$ cat src/rtl/inst_fetch_queue.sv
// Instruction fetch stage: PC owner, imem requester and prefetch FIFO.
// Define IFQ_PERF_EN to add the perf_fetched / perf_flushed counters.
module inst_fetch_queue #(
    parameter int unsigned DEPTH    = 4,
    parameter logic [31:0] RESET_PC = 32'h0
) (
    input  logic        clk,
    input  logic        reset,
    output logic        imem_req_valid,
    input  logic        imem_req_ready,
    output logic [31:0] imem_req_addr,
    input  logic        imem_rsp_valid,
    input  logic [31:0] imem_rsp_data,
    output logic        inst_valid,
    input  logic        inst_ready,
    output logic [31:0] inst_pc,
    output logic [31:0] inst_data,
    input  logic        redirect_valid,
    input  logic [31:0] redirect_pc
`ifdef IFQ_PERF_EN
    ,
    output logic [31:0] perf_fetched,
    output logic [31:0] perf_flushed
`endif
);

    localparam int unsigned CW = $clog2(DEPTH + 1);
    localparam int unsigned PW = $clog2(DEPTH);
    localparam logic [CW-1:0] DEPTH_C = CW'(DEPTH);
    localparam logic [CW:0]   DEPTH_W = (CW+1)'(DEPTH);

    typedef enum logic {
        IDLE,
        RUN
    } state_t;

    state_t        state;
    logic [31:0]   fetch_pc;
    logic [CW-1:0] count;
    logic [CW-1:0] outstanding;
    logic [CW-1:0] discard;

    logic [31:0]   fifo_pc   [DEPTH];
    logic [31:0]   fifo_inst [DEPTH];
    logic [PW-1:0] wr_ptr;
    logic [PW-1:0] rd_ptr;

    logic [31:0]   tag_q [DEPTH];
    logic [PW-1:0] tag_wr;
    logic [PW-1:0] tag_rd;

    logic          acc;
    logic          rsp;
    logic          flush;
    logic          drop;
    logic          push;
    logic          pop;
    logic [CW:0]   credit_used;

    // Handshakes, credit check and head-of-queue outputs
    always_comb begin
        credit_used    = {1'b0, count} + {1'b0, outstanding};
        imem_req_valid = (state == RUN) && (credit_used < DEPTH_W);
        imem_req_addr  = fetch_pc;
        acc            = imem_req_valid && imem_req_ready;
        rsp            = imem_rsp_valid;
        flush          = redirect_valid && (state == RUN);
        drop           = rsp && (flush || (discard != '0));
        push           = rsp && !drop;
        inst_valid     = (count != '0);
        pop            = inst_valid && inst_ready && !flush;
        inst_pc        = fifo_pc[rd_ptr];
        inst_data      = fifo_inst[rd_ptr];
    end

    // Leave IDLE on the first clock after reset and stay in RUN
    always_ff @(posedge clk) begin
        if (reset) begin
            state <= IDLE;
        end else begin
            state <= RUN;
        end
    end

    // Fetch PC plus in-flight and stale-response counters
    always_ff @(posedge clk) begin
        if (reset) begin
            fetch_pc    <= RESET_PC;
            outstanding <= '0;
            discard     <= '0;
        end else begin
            if (redirect_valid) begin
                fetch_pc <= redirect_pc & 32'hFFFF_FFFC;
            end else if (acc) begin
                fetch_pc <= fetch_pc + 32'd4;
            end
            outstanding <= outstanding + CW'(acc) - CW'(rsp);
            // Stale words already counted in discard are still part of
            // outstanding, so after a flush everything in flight is stale.
            if (flush) begin
                discard <= outstanding + CW'(acc) - CW'(rsp);
            end else if (rsp && (discard != '0)) begin
                discard <= discard - CW'(1);
            end
        end
    end

    // Prefetch FIFO pointers and occupancy
    always_ff @(posedge clk) begin
        if (reset) begin
            count  <= '0;
            wr_ptr <= '0;
            rd_ptr <= '0;
        end else if (flush) begin
            count  <= '0;
            wr_ptr <= '0;
            rd_ptr <= '0;
        end else begin
            if (push) begin
                wr_ptr <= wr_ptr + PW'(1);
            end
            if (pop) begin
                rd_ptr <= rd_ptr + PW'(1);
            end
            count <= count + CW'(push) - CW'(pop);
        end
    end

    // Prefetch FIFO storage, tagged with the PC recorded at accept
    always_ff @(posedge clk) begin
        if (push) begin
            fifo_pc[wr_ptr]   <= tag_q[tag_rd];
            fifo_inst[wr_ptr] <= imem_rsp_data;
        end
    end

    // PC tag queue pointers: written on accept, retired on response
    always_ff @(posedge clk) begin
        if (reset) begin
            tag_wr <= '0;
            tag_rd <= '0;
        end else begin
            if (acc) begin
                tag_wr <= tag_wr + PW'(1);
            end
            if (rsp) begin
                tag_rd <= tag_rd + PW'(1);
            end
        end
    end

    // PC tag storage
    always_ff @(posedge clk) begin
        if (acc) begin
            tag_q[tag_wr] <= fetch_pc;
        end
    end

`ifdef IFQ_PERF_EN
    logic [31:0] flushed_now;

    // Work squashed this cycle: cleared entries plus dropped words
    always_comb begin
        flushed_now = (flush ? 32'(count) : 32'd0) + 32'(drop);
    end

    // Delivered and squashed instruction counters
    always_ff @(posedge clk) begin
        if (reset) begin
            perf_fetched <= '0;
            perf_flushed <= '0;
        end else begin
            if (pop) begin
                perf_fetched <= perf_fetched + 32'd1;
            end
            perf_flushed <= perf_flushed + flushed_now;
        end
    end
`endif

    // Credit rule keeps every push inside the FIFO; responses need a request
    always_ff @(posedge clk) begin
        if (!reset) begin
            assert (!(push && !pop && (count == DEPTH_C)));
            assert (!(rsp && (outstanding == '0)));
        end
    end

endmodule

$ cat config.mk
export PLATFORM = sky130hd
export DESIGN_NAME = inst_fetch_queue
export DESIGN_NICKNAME = d
export VERILOG_FILES = /design/src/rtl/inst_fetch_queue.sv
export SDC_FILE = /design/constraint.sdc
export NUM_CORES = 1
export LEC_CHECK = 0
export CORE_UTILIZATION = 40
export DETAILED_ROUTE_END_ITERATION = 16
export SLEW_MARGIN = 40
export SYNTH_ARGS = -nofsm -noshare
export SYNTH_HDL_FRONTEND = slang
export SYNTH_SLANG_ARGS = --single-unit
export TNS_END_PERCENT = 20
$ cat constraint.sdc
create_clock -name clk -period 2.8 [get_ports clk]
set_clock_uncertainty 0.2 [all_clocks]
set_input_delay 0.28 -clock clk [delete_from_list [all_inputs] [get_ports clk]]
set_output_delay 0.28 -clock clk [all_outputs]
set_load 0.02 [all_outputs]
## After elaboration in Yosys (flattened, before gate mapping)

Memory sizes are Yosys's and may differ from the RTL's. A register that Yosys moved wholly into a read port is not among the register bits.
Index checks and enable logic that the tools add are counted.
Widths: inputs -> output; s select.

| operators by class | value |
|---|---|
| mux-type cells | 15 |
| order comparisons | 1 |
| add/subtract/negate cells | 11 |
| reduce and logical (&&, ||, !) cells | 17 |

Operator list:

| operator | count |
|---|---|
| $mux 32 | 2 |
| $add 32x3->32 const B | 1 |
| $mux 2 | 6 |
| $add 2x1->2 const B | 4 |
| $logic_and 1x1->1 | 8 |
| $add 3x1->3 | 2 |
| $mux 3 | 2 |
| $reduce_bool 3->1 | 2 |
| $sub 3x1->3 | 2 |
| $mux 1 | 5 |
| $add 3x3->4 | 1 |
| $lt 4x3->1 const B | 1 |
| $reduce_bool 2->1 | 2 |
| $reduce_or 2->1 | 2 |
| $sub 3x1->3 const B | 1 |
| $logic_not 1->1 | 2 |
| $logic_or 1x1->1 | 1 |

| storage, ports and cells | value |
|---|---|
| RAM bits | 384 |
| register bits after elaboration | 50 |
| output and inout port bits | 98 |
| bits of input ports | 70 |
| memories | 3 |
| word-level logic and storage cells | 57 |

Memories:

| memory | depth | width | read ports | clocked after memory_dff | wr ports | RTL line | source |
|---|---|---|---|---|---|---|---|
| fifo_inst | 4 | 32 | 1 | 1 | 1 | 44 | `logic [31:0] fifo_inst [DEPTH];` |
| fifo_pc | 4 | 32 | 1 | 1 | 1 | 43 | `logic [31:0] fifo_pc [DEPTH];` |
| tag_q | 4 | 32 | 1 | 1 | 1 | 48 | `logic [31:0] tag_q [DEPTH];` |

## Logic depth before layout (Yosys ltp)

Gate-level depths: netlist of the first run.

| depth | value |
|---|---|
| word-level depth | 7 |
| mapped depth | 12 |
| depth with buffers taken out | 12 |

## Worst setup path after synthesis of the first run

OpenSTA, ideal clock, no wires.

| timing path | value |
|---|---|
| path kind | register to register |
| start point | reg count[2] |
| end point | reg discard[2] |
| library setup time | 115 ps |
| period minus slack after synthesis | 3057 ps |
| cell stages (with the launch flop) | 13 |
| slack | -257 ps |
| required time | 2485 ps |
| arrival | 2742 ps |
| buffers on the path | 1 |
| cells stage by stage | dfxtp_1 -> ha_1 -> nor4b_4 -> and3_2 -> buf_2 -> inv_1 -> ha_1 -> inv_1 -> ha_1 -> fa_1 -> xnor2_1 -> o21ai_0 -> and2_1 |

| between the ends | value |
|---|---|
| longest elaborated chain between the ends | 7 |

Ends and longest elaborated chain:

| element | RTL line | source |
|---|---|---|
| start: declaration | 39 | `logic [CW-1:0] count;` |
| start signal: assignment | 125 | `count <= count + CW'(push) - CW'(pop);` |
| $add 3x3->4 | 62 | `credit_used = {1'b0, count} + {1'b0, outstanding};` |
| $lt 4x3->1 | 63 | `imem_req_valid = (state == RUN) && (credit_used < DEPTH_W);` |
| $logic_and 1x1->1 | 63 |  |
| $logic_and 1x1->1 | 65 | `acc = imem_req_valid && imem_req_ready;` |
| $add 3x1->3 | 101 | `discard <= outstanding + CW'(acc) - CW'(rsp);` |
| $sub 3x1->3 | 101 |  |
| $mux 3 | 100 | `if (flush) begin` |
| end signal: assignment | 101 |  |
| end signal: assignment | 103 | `discard <= discard - CW'(1);` |
| end: declaration | 41 | `logic [CW-1:0] discard;` |

Every way passes these cells.
A chain may end at the register's enable or synchronous reset.

## Worst setup path after layout of the first run

Ends and elaborated chain as after synthesis.

==> run_summary.xml, run 1 <==
<?xml version="1.0" encoding="UTF-8"?>
<metrics>
  <group name="outcome">
    <metric name="status" unit="">finished, final reports clean</metric>
  </group>
  <group name="global_route">
    <metric name="grt_start_max_net_pins" unit="">48</metric>
    <metric name="grt_antenna_before_repair" unit="">0</metric>
    <metric name="grt_pass1_wl" unit="mm">48.8</metric>
    <metric name="track_usage" unit="%">15.7</metric>
    <metric name="grt_overflow_total" unit="">0</metric>
    <metric name="via_count_of_the_first_global_routing_pass" unit="">8272</metric>
  </group>
  <group name="worst_setup_path">
    <metric name="path_delay_family" unit="">adder cells</metric>
    <metric name="cp-start-kind" unit="">flip-flop</metric>
    <metric name="crit_path_max_fanout" unit="">2</metric>
    <metric name="timing.critical_path.cells" unit="">ha_1, nor4b_4, and3_4, inv_1, ha_1, inv_1, ha_1, fa_2, xnor2_2, o21ai_0, and2_1</metric>
    <metric name="ff2ff_path_depth" unit="">11</metric>
    <metric name="worst_path_max_delay_cell" unit="">fa_2</metric>
    <metric name="regToRegSetupSlack" unit="ns">0.12</metric>
    <metric name="reg2reg_from" unit="">count[2]</metric>
    <metric name="timing.critical_path.required" unit="ns">3.03</metric>
    <metric name="critical-path-top-cell-by-count" unit="">ha_1</metric>
    <metric name="cp_slowest_stage_delay" unit="ns">0.35</metric>
    <metric name="worstReg2RegEnd" unit="">discard[2]</metric>
    <metric name="critPathBufInv" unit="">2</metric>
    <metric name="setup_cp_type" unit="">flip-flop to flip-flop</metric>
    <metric name="worstSetupEndpointType" unit="">flip-flop</metric>
    <metric name="worst_ep_arrival" unit="ns">2.91</metric>
    <metric name="worst_setup_path_startpoint" unit="">count[2]</metric>
  </group>
  <group name="worst_hold_path">
    <metric name="worst_hold_endpoint" unit="">imem_req_addr[11]</metric>
    <metric name="min_from" unit="">redirect_pc[11]</metric>
    <metric name="hold_class" unit="">input pin to flip-flop</metric>
    <metric name="hold-path-cell-count" unit="">3</metric>
  </group>
  <group name="power">
    <metric name="power.share.sequential" unit="%">47.8</metric>
    <metric name="clock_power_share" unit="%">34.5</metric>
    <metric name="p_int" unit="µW">12000</metric>
    <metric name="static-leakage-power" unit="µW">0.00681</metric>
    <metric name="power.density" unit="mW/mm²">793</metric>
    <metric name="switching_share" unit="%">24.9</metric>
    <metric name="share_comb_of_total_power" unit="%">17.7</metric>
    <metric name="switchingPower" unit="µW">3980</metric>
    <metric name="irDropWorstVdd" unit="mV">0.389</metric>
  </group>
  <group name="clock_tree">
    <metric name="clock_tree.htree_level_count" unit="">2</metric>
    <metric name="root_buffer" unit="">clkbuf_16</metric>
    <metric name="tritoncts.num_buffers" unit="">43</metric>
    <metric name="tritoncts_clock_tree" unit="">yes</metric>
    <metric name="cts_max_path_buffers" unit="">3</metric>
    <metric name="clkLatencyLatePin" unit="ns">0.55</metric>
    <metric name="count_of_clock_tree_sinks" unit="">420</metric>
    <metric name="post_cts_buffers" unit="">0</metric>
    <metric name="path_clk_slew" unit="ns">0.06</metric>
  </group>
  <group name="cells_and_area">
    <metric name="layout_common_cells" unit="">edfxtp_1 (368), clkdlybuf4s50_1 (97), mux4_2 (92)</metric>
    <metric name="area_growth_syn_to_layout" unit="%">24.3</metric>
    <metric name="finish.instance_area" unit="mm²">0.0201</metric>
    <metric name="fillCellCount" unit="">3319</metric>
    <metric name="post_route_cells_drive_above_1_share" unit="%">20.4</metric>
    <metric name="num-nets-final" unit="">1128</metric>
    <metric name="mostFrequentLayoutCell" unit="">edfxtp_1</metric>
    <metric name="antennaDiodeCount" unit="">0</metric>
  </group>
  <group name="sta">
    <metric name="max_clock_freq" unit="MHz">373</metric>
    <metric name="setup-violations-final" unit="">0</metric>
    <metric name="finalHoldWorstSlack" unit="ns">0.125</metric>
    <metric name="finalWorstPathRequiredPeriod" unit="ns">2.68</metric>
    <metric name="unrepaired_setup_endpoints_after_global_routing" unit="">no</metric>
    <metric name="final-hold-violation-count" unit="">0</metric>
    <metric name="setup-tns-final" unit="ns">0</metric>
    <metric name="timing.final.crit_share" unit="%">95.7</metric>
    <metric name="transition_time_of_the_tightest_slew_check_pin" unit="ns">0.508</metric>
    <metric name="worst_slack" unit="ns">0.122</metric>
    <metric name="worst_slew_margin_rel" unit="%">66.0</metric>
    <metric name="report.final.slew_viol_count" unit="">0</metric>
  </group>
  <group name="synth">
    <metric name="syn-instance-count" unit="">821</metric>
    <metric name="syn_area" unit="mm²">0.0162</metric>
    <metric name="synth-edff-count" unit="">368</metric>
    <metric name="ys_dominant_reg_cell" unit="">edfxtp_1</metric>
    <metric name="synth.ff_latch_count" unit="">420</metric>
    <metric name="synth_top_area_share" unit="%">68.2</metric>
    <metric name="yosys-top-cells-area" unit="">edfxtp_1 (68%), mux4_2 (13%), dfxtp_1 (6.4%), ha_1 (1.3%), o21a_1 (1.0%)</metric>
    <metric name="synth-seq-area-share" unit="%">74.6</metric>
    <metric name="yosysWarnings" unit="">0</metric>
    <metric name="synthesis.area_per_instance" unit="µm²">19.7</metric>
    <metric name="post-synth-top-area-cell" unit="">edfxtp_1</metric>
    <metric name="ys_types" unit="">49</metric>
    <metric name="async_flop_share" unit="%">0</metric>
  </group>
  <group name="placed_design">
    <metric name="numPortBuffers" unit="">161</metric>
    <metric name="hpwl_after_detailed_placement" unit="mm">19.8</metric>
    <metric name="pre_cts_ws" unit="ns">0.0618</metric>
    <metric name="post_dp_cell_area" unit="mm²">0.0188</metric>
    <metric name="routabilityCongestion" unit="">0.759</metric>
  </group>
  <group name="floorplanning">
    <metric name="effective_utilization_at_floorplan" unit="%">40.7</metric>
    <metric name="dieHeight" unit="µm">203</metric>
    <metric name="design.core.area" unit="mm²">0.0398</metric>
    <metric name="floorplan.die.width" unit="µm">203</metric>
    <metric name="fp-row-count" unit="">73</metric>
    <metric name="io_pins" unit="">168</metric>
    <metric name="dieArea" unit="mm²">0.0413</metric>
  </group>
  <group name="flow_run">
    <metric name="drv_cap" unit="">0</metric>
  </group>
  <group name="detailed_routing">
    <metric name="drt_first_pass_iters" unit="">6</metric>
    <metric name="antenna_left" unit="">0</metric>
    <metric name="drt_iter0_markers" unit="">372</metric>
    <metric name="avgViaCountPerCell" unit="">5.00</metric>
    <metric name="routed_wl" unit="mm">31.5</metric>
    <metric name="wire_per_inst" unit="µm">19.7</metric>
    <metric name="num_vias" unit="">7990</metric>
    <metric name="drc" unit="">0</metric>
  </group>
</metrics>
[final cells by class]
cell class	count	area, µm²	share of cell area [%]
clock buffers	53	1130	5.63
clock inverters	26	233	1.16
inverters	42	158	0.782
multi-input cells	323	3770	18.7
flip-flops and latches	420	12100	60.1
well taps	525	657	3.26
repair buffers	209	2100	10.4
[routing by layer]
layer / vias up / global-route usage, % / wire length [µm] / part of all wire (%)
met4: 0 / 4.27 / 539 / 1.7
li1: 3687 / - / - / -
met1: 4055 / 21.6 / 14400 / 46
met2: 203 / 25.2 / 15000 / 47
met3: 45 / 3.28 / 1650 / 5.2
met5: - / 0 / 0 / 0
[per-stage QoR]
step                      total power, µW  std cells  util (%)
after floorplan                      9450        824         -
after global placement              10800       1518      47.3
after detailed placement            10800       1518      47.3
after CTS                           16200       1598      50.6
after global routing                16700       1598      50.6
final                               16000       1598      50.6
[kinds of logic after synthesis]
kind of cell | share of synthesized area (%)
xor+xnor | 1.94
fa+ha+maj | 1.56
compound gates | 2.19
buf+inv | 2.38
other cells | 0.0231
simple gates | 4.03
mux | 13.3
flops | 74.6
[Yosys cell counts (2+ instances only)]
library cell  instances
and3_1                2
dfxtp_1              52
o21ai_0               3
nor3_1               11
o21a_1               22
nor3_2                3
nor2b_1               4
nand3_1               9
mux2i_1               7
xnor2_1              18
nor4_1                5
and4_1                5
or3_1                 2
fa_1                  2
nand4_2               2
nand2_1              17
nor2_1               22
and2_1               11
clkbuf_1             17
nand4_1               4
buf_6                 4
mux4_2               92
buf_4                 4
a21oi_1              26
edfxtp_1            368
buf_2                10
clkbuf_8              2
inv_1                42
xor2_1               18
and3_2                2
ha_1                 17
[state kept, by name, summed over array words and instances, names as in the netlist, named ones only]
name and flops:
tag_wr 2, wr_ptr 2, state 1, fifo_inst 128, discard 3, tag_q 120, tag_rd 2, outstanding 3
count 3, fifo_pc 120, rd_ptr 2, imem_req_addr 30
[worst max-delay path by stage]
stage                                 end  slack (ns)  cells past startpoint
after floorplan           fifo_inst[1][0]       -0.25                      5
after global placement         discard[2]        0.06                     11
after detailed placement       discard[2]        0.06                     11
after CTS                      discard[2]        0.04                     11
after global routing           discard[2]       0.006                     11
final                          discard[2]        0.12                     11
[worst reg2reg max path, cell delays in order (launching register included)]
cell and delay, ns:
dfxtp_1 0.32, ha_1 0.33, nor4b_4 0.24, and3_4 0.22
inv_1 0.05, ha_1 0.26, inv_1 0.04, ha_1 0.18
fa_2 0.35, xnor2_2 0.15, o21ai_0 0.08, and2_1 0.16
[power groups by stage]
stage                     logic (µW)  registers [µW]  clock network (µW)
after floorplan                 1710            7740                   0
after global placement          3040            7750                   0
after detailed placement        3050            7770                   0
after CTS                       2880            7640                5660
after global routing            3080            7690                5900
final                           2820            7640                5510
[timing repair]
action / in CTS / in global routing
endpoints found under the hold margin: 2 / 0
pin swaps: 0 / 1
gates resized for setup: 66 / 3
setup endpoints to repair: 62 / 1
hold buffers: 1 / 0
(Power assumes the default switching activity.)
==> run 2: changes to the inputs <==
Settings changed: CORE_MARGIN set to 2.
Clock period 2.8 ns to 2.7 ns, I/O delays scaled along.
==> run_summary.xml, run 2 (synthesis gave the netlist of run 1 again) <==
<?xml version="1.0" encoding="UTF-8"?>
<metrics>
  <group name="worst_setup_path">
    <metric name="worst_ep_arrival" unit="ns">2.89</metric>
    <metric name="timing.critical_path.required" unit="ns">2.94</metric>
    <metric name="setup_cp_type" unit="">flip-flop to flip-flop</metric>
    <metric name="crit_path_max_fanout" unit="">2</metric>
    <metric name="critical-path-top-cell-by-count" unit="">ha_4</metric>
    <metric name="worstSetupEndpointType" unit="">flip-flop</metric>
    <metric name="timing.critical_path.cells" unit="">ha_4, nor4b_4, and3_4, inv_4, ha_4, inv_2, ha_4, fa_2, xnor2_2, o21ai_1, and2_1</metric>
    <metric name="cp_slowest_stage_delay" unit="ns">0.37</metric>
    <metric name="cp-start-kind" unit="">flip-flop</metric>
    <metric name="worst_path_max_delay_cell" unit="">fa_2</metric>
  </group>
  <group name="floorplanning">
    <metric name="dieHeight" unit="µm">205</metric>
    <metric name="dieArea" unit="mm²">0.0422</metric>
    <metric name="io_pins" unit="">168</metric>
    <metric name="fp-row-count" unit="">73</metric>
    <metric name="effective_utilization_at_floorplan" unit="%">40.6</metric>
    <metric name="design.core.area" unit="mm²">0.0399</metric>
    <metric name="floorplan.die.width" unit="µm">205</metric>
  </group>
  <group name="placed_design">
    <metric name="dpl.cell_count" unit="">1533</metric>
    <metric name="numPortBuffers" unit="">161</metric>
    <metric name="hpwl_after_detailed_placement" unit="mm">20.6</metric>
    <metric name="routabilityCongestion" unit="">0.757</metric>
  </group>
  <group name="clock_tree">
    <metric name="cts_max_path_buffers" unit="">3</metric>
    <metric name="tritoncts_clock_tree" unit="">yes</metric>
    <metric name="clock_tree.htree_level_count" unit="">2</metric>
    <metric name="root_buffer" unit="">clkbuf_16</metric>
    <metric name="tritoncts.num_buffers" unit="">43</metric>
    <metric name="count_of_clock_tree_sinks" unit="">420</metric>
    <metric name="path_clk_slew" unit="ns">0.06</metric>
    <metric name="clkLatencyLatePin" unit="ns">0.55</metric>
  </group>
  <group name="sta">
    <metric name="final-hold-violation-count" unit="">0</metric>
    <metric name="report.final.slew_viol_count" unit="">0</metric>
    <metric name="finalWorstPathRequiredPeriod" unit="ns">2.65</metric>
    <metric name="setup-violations-final" unit="">0</metric>
    <metric name="max_clock_freq" unit="MHz">378</metric>
    <metric name="setup-tns-final" unit="ns">0</metric>
    <metric name="unrepaired_setup_endpoints_after_global_routing" unit="">yes</metric>
    <metric name="finalHoldWorstSlack" unit="ns">0.103</metric>
    <metric name="timing.final.crit_share" unit="%">98.1</metric>
  </group>
  <group name="power">
    <metric name="switchingPower" unit="µW">4260</metric>
    <metric name="switching_share" unit="%">25.3</metric>
    <metric name="power.share.sequential" unit="%">46.9</metric>
    <metric name="p_int" unit="µW">12600</metric>
    <metric name="share_comb_of_total_power" unit="%">18.6</metric>
    <metric name="static-leakage-power" unit="µW">0.00691</metric>
    <metric name="power.density" unit="mW/mm²">827</metric>
    <metric name="total_power" unit="µW">16900</metric>
    <metric name="irDropWorstVdd" unit="mV">0.447</metric>
    <metric name="clock_power_share" unit="%">34.6</metric>
  </group>
  <group name="global_route">
    <metric name="grt_start_max_net_pins" unit="">46</metric>
    <metric name="track_usage" unit="%">15.6</metric>
    <metric name="grt_pass1_wl" unit="mm">49.6</metric>
    <metric name="via_count_of_the_first_global_routing_pass" unit="">8457</metric>
    <metric name="grt_antenna_before_repair" unit="">0</metric>
    <metric name="grt_overflow_total" unit="">0</metric>
  </group>
  <group name="outcome">
    <metric name="status" unit="">finished, final reports clean</metric>
  </group>
  <group name="cells_and_area">
    <metric name="largest_reg_flops" unit="">128</metric>
    <metric name="area_growth_syn_to_layout" unit="%">25.9</metric>
    <metric name="registers.top_by_ff_count" unit="">fifo_inst</metric>
    <metric name="antennaDiodeCount" unit="">0</metric>
    <metric name="fillCellCount" unit="">3229</metric>
    <metric name="layout.core_utilization" unit="%">51.1</metric>
    <metric name="post_route_cells_drive_above_1_share" unit="%">23.7</metric>
    <metric name="finalNonFillerCells" unit="">1615</metric>
    <metric name="num-nets-final" unit="">1144</metric>
    <metric name="layout_common_cells" unit="">edfxtp_1 (368), clkdlybuf4s50_1 (99), mux4_2 (92)</metric>
    <metric name="mostFrequentLayoutCell" unit="">edfxtp_1</metric>
    <metric name="top_regs" unit="">fifo_inst (128), fifo_pc (120), tag_q (120)</metric>
  </group>
  <group name="detailed_routing">
    <metric name="antenna_left" unit="">0</metric>
    <metric name="routed_wl" unit="mm">32.3</metric>
    <metric name="drt_first_pass_iters" unit="">4</metric>
    <metric name="wire_per_inst" unit="µm">20.0</metric>
    <metric name="num_vias" unit="">8097</metric>
    <metric name="drc" unit="">0</metric>
    <metric name="avgViaCountPerCell" unit="">5.01</metric>
    <metric name="drt_iter0_markers" unit="">489</metric>
  </group>
  <group name="worst_hold_path">
    <metric name="hold_class" unit="">input pin to flip-flop</metric>
  </group>
  <group name="flow_run">
    <metric name="drv_cap" unit="">0</metric>
  </group>
</metrics>
==> run 2: through the flow <==
stage | setup WS (ns) | cell area (µm²)
global placement | -0.0388 | 19000
detailed placement | -0.0788 | 19000
CTS | -0.189 | 20300
floorplan | -0.347 | 16200
finish | 0.0523 | 20400
global route | -0.0653 | 20400
==> run 2: power groups by stage <==
stage / clock (µW) / sequential (µW) / combinational (µW)
6_report: 5830 / 7910 / 3140
5_1_grt: 6240 / 7950 / 3420
4_1_cts: 6010 / 7900 / 3120
3_5_place_dp: 0 / 8040 / 3290
3_3_place_gp: 0 / 8020 / 3270
2_1_floorplan: 0 / 8030 / 1770
==> run 2: critical path: cells and delay by family (launching register included) <==
kind / cells / cell delay [ns]
simple gates: 3 / 0.67
xor+xnor: 1 / 0.18
compound gates: 1 / 0.08
buf+inv: 2 / 0.08
fa+ha+maj: 4 / 1.01
flops: 1 / 0.33
==> run 2: path summary, 6_finish.rpt <==
check                        from                 to  slack, ns  cells after the start
setup / recovery   outstanding[2]         discard[2]       0.05                     11
hold / removal    redirect_pc[11]  imem_req_addr[11]       0.10                      3
setup reg to reg   outstanding[2]         discard[2]       0.05                     11
hold reg to reg         tag_wr[1]          tag_wr[1]       0.30                      2
==> run 2: layout make-up <==
class,instances,area [µm²],share of cell area (%)
sequential,420,12100,59.3
multi-input combinational,323,3820,18.7
tap,525,657,3.22
inverter,42,160,0.784
clock inverter,25,267,1.31
clock buffer,55,1140,5.59
timing repair buffer,225,2270,11.1
==> run 2: repair_timing <==
action / in CTS / in global routing
gates resized for setup: 60 / 44
hold buffers: 1 / 0
endpoints found under the hold margin: 1 / 0
setup buffers: 0 / 1
cloned: 0 / 0
pin swaps: 1 / 9
setup endpoints to repair: 62 / 32
==> run 2: per-layer routing <==
metal / up-vias / global-route usage [%] / routed length [µm]
li1: 3720 / - / -
met1: 4150 / 21.6 / 14600
met2: 190 / 25.7 / 15400
met3: 37 / 2.95 / 1680
met4: 0 / 3.91 / 528
met5: - / 0 / 0
